## src/rtl/aes_pkg.sv

```systemverilog
// AES-128 shared widths, round constants, key-schedule state type and GF(2^8) helpers.
// Pure declarations: no latency, no flow control.
package aes_pkg;

    localparam int AES_BLOCK_W = 128;
    localparam int AES_WORD_W  = 32;
    localparam int AES_ROUNDS  = 10;

    typedef logic [AES_BLOCK_W-1:0] block_t;
    typedef logic [AES_WORD_W-1:0]  word_t;

    // Rcon[1] sits in the least significant byte.
    localparam logic [AES_ROUNDS*8-1:0] RCON_TABLE = 80'h36_1b_80_40_20_10_08_04_02_01;

    typedef enum logic [0:0] {
        ST_IDLE = 1'b0,
        ST_EMIT = 1'b1
    } ks_state_t;

    function automatic logic [7:0] rcon(input logic [3:0] r);
        if (r >= 4'd1 && r <= 4'(AES_ROUNDS)) begin
            return RCON_TABLE[(int'(r) - 1) * 8 +: 8];
        end
        return 8'h00;
    endfunction

    function automatic logic [7:0] gf_mul(input logic [7:0] a, input logic [7:0] b);
        logic [7:0] p;
        logic [7:0] aa;
        p  = 8'h00;
        aa = a;
        for (int i = 0; i < 8; i++) begin
            if (b[i]) begin
                p = p ^ aa;
            end
            aa = {aa[6:0], 1'b0} ^ (aa[7] ? 8'h1b : 8'h00);
        end
        return p;
    endfunction

endpackage

```

## src/rtl/aes_sbox.sv

```systemverilog
// AES forward S-box, purely combinational: multiplicative inverse followed by the affine map.
// Zero latency, no flow control.
module aes_sbox
    import aes_pkg::*;
(
    input  logic [7:0] in_i,
    output logic [7:0] out_o
);

    logic [7:0] sq;
    logic [7:0] inv;

    // x^254 == x^-1 in GF(2^8), and maps 0 to 0 as the S-box requires.
    always_comb begin
        sq  = in_i;
        inv = 8'h01;
        for (int i = 1; i < 8; i++) begin
            sq  = gf_mul(sq, sq);
            inv = gf_mul(inv, sq);
        end
        out_o = inv ^ {inv[6:0], inv[7]} ^ {inv[5:0], inv[7:6]}
                    ^ {inv[4:0], inv[7:5]} ^ {inv[3:0], inv[7:4]} ^ 8'h63;
    end

endmodule

```

## src/rtl/key_schedule.sv

```systemverilog
// AES-128 key expansion: round keys 0..10 emitted one per accepted handshake, first one the cycle after key acceptance.
// Holds rk_o while rk_ready_i is low; no new key is taken until round 10 has been handed off.
module key_schedule
    import aes_pkg::*;
(
    input  logic                   clk_i,
    input  logic                   reset_n_i,
    input  logic [AES_BLOCK_W-1:0] key_i,
    input  logic                   key_v_i,
    output logic                   key_ready_o,
    output logic [AES_BLOCK_W-1:0] rk_o,
    output logic [3:0]             rk_round_o,
    output logic                   rk_v_o,
    input  logic                   rk_ready_i,
    output logic                   busy_o
);

    ks_state_t state_q, state_d;
    block_t    rk_q, rk_d;
    logic [3:0] round_q, round_d;

    word_t w0, w1, w2, w3;
    word_t rot_w3, sub_w3, t_w;
    word_t n0, n1, n2, n3;

    assign {w0, w1, w2, w3} = rk_q;
    assign rot_w3 = {w3[23:0], w3[31:24]};

    for (genvar b = 0; b < 4; b++) begin : g_subword
        aes_sbox u_sbox (
            .in_i  (rot_w3[8*b +: 8]),
            .out_o (sub_w3[8*b +: 8])
        );
    end

    assign t_w = sub_w3 ^ {rcon(4'(round_q + 4'd1)), 24'h000000};
    assign n0  = w0 ^ t_w;
    assign n1  = w1 ^ n0;
    assign n2  = w2 ^ n1;
    assign n3  = w3 ^ n2;

    always_comb begin
        state_d = state_q;
        rk_d    = rk_q;
        round_d = round_q;
        case (state_q)
            ST_IDLE: begin
                if (key_v_i) begin
                    rk_d    = key_i;
                    round_d = 4'd0;
                    state_d = ST_EMIT;
                end
            end
            ST_EMIT: begin
                if (rk_ready_i) begin
                    // Final round leaves the register and index untouched for the consumer.
                    if (round_q == 4'(AES_ROUNDS)) begin
                        state_d = ST_IDLE;
                    end else begin
                        rk_d    = {n0, n1, n2, n3};
                        round_d = round_q + 4'd1;
                    end
                end
            end
        endcase
    end

    always_ff @(posedge clk_i or negedge reset_n_i) begin
        if (!reset_n_i) begin
            state_q <= ST_IDLE;
            rk_q    <= '0;
            round_q <= 4'd0;
        end else begin
            state_q <= state_d;
            rk_q    <= rk_d;
            round_q <= round_d;
        end
    end

    assign key_ready_o = (state_q == ST_IDLE);
    assign rk_v_o      = (state_q == ST_EMIT);
    assign busy_o      = (state_q == ST_EMIT);
    assign rk_o        = rk_q;
    assign rk_round_o  = round_q;

endmodule
```

## config.mk

```make
export PLATFORM = sky130hd
export DESIGN_NAME = key_schedule
export DESIGN_NICKNAME = d
export VERILOG_FILES = /design/src/rtl/aes_pkg.sv /design/src/rtl/aes_sbox.sv /design/src/rtl/key_schedule.sv
export SDC_FILE = /design/constraint.sdc
export NUM_CORES = 2
export LEC_CHECK = 0
export BUFFER_PORTS_ARGS = -buffer_cell sky130_fd_sc_hd__buf_4
export CAP_MARGIN = 20
export CORE_MARGIN = 10
export CORE_UTILIZATION = 50
export CTS_CLUSTER_SIZE = 25
export DETAILED_ROUTE_END_ITERATION = 12
export GPL_ROUTABILITY_DRIVEN = 1
export PLACE_DENSITY = 0.67
export SYNTH_ARGS = -nofsm -noshare
export SYNTH_HDL_FRONTEND = slang
export SYNTH_HIERARCHICAL = 1
export SYNTH_SLANG_ARGS = --single-unit
```

## constraint.sdc

```tcl
create_clock -name clk_i -period 19.6 [get_ports clk_i]
set_input_delay 3.92 -clock clk_i [delete_from_list [all_inputs] [get_ports clk_i]]
set_output_delay 3.92 -clock clk_i [all_outputs]
set_load 0.02 [all_outputs]
```

==> impl_metrics.ini <==
[status]
run_status = complete, no violations

[routing]
avgViaCountPerCell = 6.13
wire_per_inst_um = 20.8
dr.pass1.iters = 6
routed_wl_um = 218000
drc = 0
drtIter0Drc = 6212
num_vias = 64200
ant_nets = 0

[grt]
use_met1_pct = 37.4
met3_usage_pct = 3.74
grt_pass1_wl_um = 345000
grt_usage_pct = 27.1
grt_max_degree = 80
use_met2_pct = 44.6
grt_pass1_vias = 60600
grt_overflow_total = 0
antenna_found_initial = 3
busiest_layer = met2

[synth]
syn_nets = 8887
synth-edff-count = 0
ys.flop_type = dfrtp_1
yosys_warnings = 6
ys_top_cells_by_count = 1457 x xnor2_1, 1218 x nor2_1, 891 x nand2_1, 421 x a21oi_1, 391 x xor2_1
syn_avg_cell_area_um2 = 7.92
async_flop_share_pct = 100
ys_seq_area_share_pct = 4.82
synth-seq-cells = 133
synth_top_area_share_pct = 18.5
synth.area.top_cells = xnor2_1 18%, xnor3_1 12%, nor2_1 6.6%
synth_area_mm2 = 0.0691
synth_top_area_cell = xnor2_1
netlist_instances = 8722
ys_types = 119
post-synth-top-count-cell = xnor2_1

[clock_network]
cts-root-buf = clkbuf_16
clk_path_buf_depth = 2
cts.sink_count = 133
path_clk_slew_ps = 80
cts_setup_buffers = 0
htreeDepth = 4
cts_made_buffers = 17
clkLatencyLatePin_ps = 540
cts_tree = done

[timing]
rsz0062_at_grt = no
fin_crit_sh_pct = 95.0
slew_violations = 0
clock_skew_ps = 53.7
tightest_slew_ps = 1130
slew_headroom_pct = 24.7
setup_viol = 0
hold_slack_ps = 553
post-route-min-period_ps = 18630
fmax_ghz = 0.0537
finalHoldViolCount = 0
fin_setup_tns_ps = 0
fin_ws_ps = 974

[critical_path]
crit_family = XOR/XNOR gates
cp_slowest_cell = xnor3_1
path_buf_inv = 3
cp-end-kind = flip-flop
arrival_ps = 18930
startpoint = rk_o[8]$_DFFE_PN0P_
path_max_fanout = 23
worstSetupPathType = flip-flop to flip-flop
cp-start-kind = flip-flop
crit_required_ps = 19900
regToRegStartpoint = rk_o[8]$_DFFE_PN0P_
crit_top_cell = xnor3_1
cp_slowest_stage_delay_ps = 830

[place]
place_ws_ps = 500
io_buffers = 266
hpwl_um = 160000
dp_cells = 10400
gp_congestion = 0.924

[finish]
final-seq-area_mm2 = 0.00333
synthToLayoutAreaGrowth_pct = 6.54
fill_cells = 12900
final_cells = 10500
multi_input_area_mm2 = 0.0630
fin_nets = 8841
drive_above_1_share_pct = 14.0

[die]
fp.coreArea_mm2 = 0.137
placementRows = 136
die_h_um = 392
io_pins = 267
dieArea_mm2 = 0.153
die_x_um = 392
start_util_pct = 50.3

[job]
drv_cap = 0

[worst_hold_path]
hp-start = rk_o[122]$_DFFE_PN0P_
min_path_type = flip-flop to flip-flop
final timing paths:
kind / slack (ps) / end / cells past startpoint
setup / recovery: 970 / rk_o[16]$_DFFE_PN0P_ / 54
hold / removal: 550 / rk_o[122]$_DFFE_PN0P_ / 2
setup reg to reg: 970 / rk_o[16]$_DFFE_PN0P_ / 54
hold reg to reg: 550 / rk_o[122]$_DFFE_PN0P_ / 2
max in group asynchronous: 14650 / rk_o[58]$_DFFE_PN0P_ / 2
min in group asynchronous: 3490 / rk_o[7]$_DFFE_PN0P_ / 1
tightest hold or removal path, cell delays in order, from the launching register on:
cell and delay (ps):
dfrtp_1 390, nand2_1 60, o21ai_0 70
through the flow:
step | utilization [%] | cell area (um2)
2_1_floorplan | - | 69100
3_3_place_gp | 53.1 | 72900
3_5_place_dp | 53.1 | 72900
4_1_cts | 53.5 | 73500
5_1_grt | 53.6 | 73600
6_report | 53.6 | 73600
layout make-up:
type                    instances  share of cell area [%]
multi-input cells            7898                    85.7
clock inverters                14                   0.255
repair buffers                532                    5.44
clock buffers                  18                   0.583
flip-flops and latches        133                    4.53
inverters                      94                   0.479
diodes                          1                 0.00340
well taps                    1794                    3.05
metal layers:
metal / wire [um] / share of wire (%) / up-vias
li1: - / - / 30300
met1: 94800 / 43 / 31000
met2: 101000 / 46 / 2669
met3: 17900 / 8.2 / 276
met4: 4310 / 2.0 / 0
met5: 0 / 0 / -
cells in the final DEF, fill, tap and decap left out, types with 42 or more instances in the layout:
cell type / instances
nand2b_1: 99
a21oi_1: 421
dfrtp_1: 130
xnor2_2: 229
xnor2_1: 1407
and2_1: 53
or3_1: 44
xor2_2: 56
xnor3_1: 359
nor2b_1: 83
o21ai_1: 81
nor2_1: 1210
o31ai_1: 50
nor4_1: 48
mux2_2: 49
o22ai_1: 145
nand3_1: 217
nand4_1: 59
a22oi_1: 69
inv_1: 57
o211ai_1: 45
xor2_1: 382
xor3_1: 52
mux2i_1: 277
buf_4: 529
a31oi_1: 65
nand2_1: 889
o21ai_0: 262
xnor2_4: 46
o21a_1: 42
nor3_1: 220
a211oi_1: 109
xnor3_2: 44
flip-flops by register name, indices dropped and copies added, names as in the netlist:
register	cells
busy_o	1
rk_round_o	4
rk_o	128
timing repair:
action,in CTS,in global routing
hold endpoints to repair,0,0
setup endpoints to repair,0,33
hold buffers,0,0
resized for setup,0,7
cells by family after synthesis:
kind of cell	count (synthesis)	share of synthesized area [%]
DFF	133	4.82
xor gates and xnor gates	2600	46.5
buffers and inverters	691	4.70
adders and majority gates	37	0.656
and+or+nand+nor	3155	20.7
AOI/OAI and AO/OA	1768	17.5
muxes	338	5.14
Power is not shown: default switching activity piles up to over one toggle a cycle in this logic, so the estimate is an artifact.
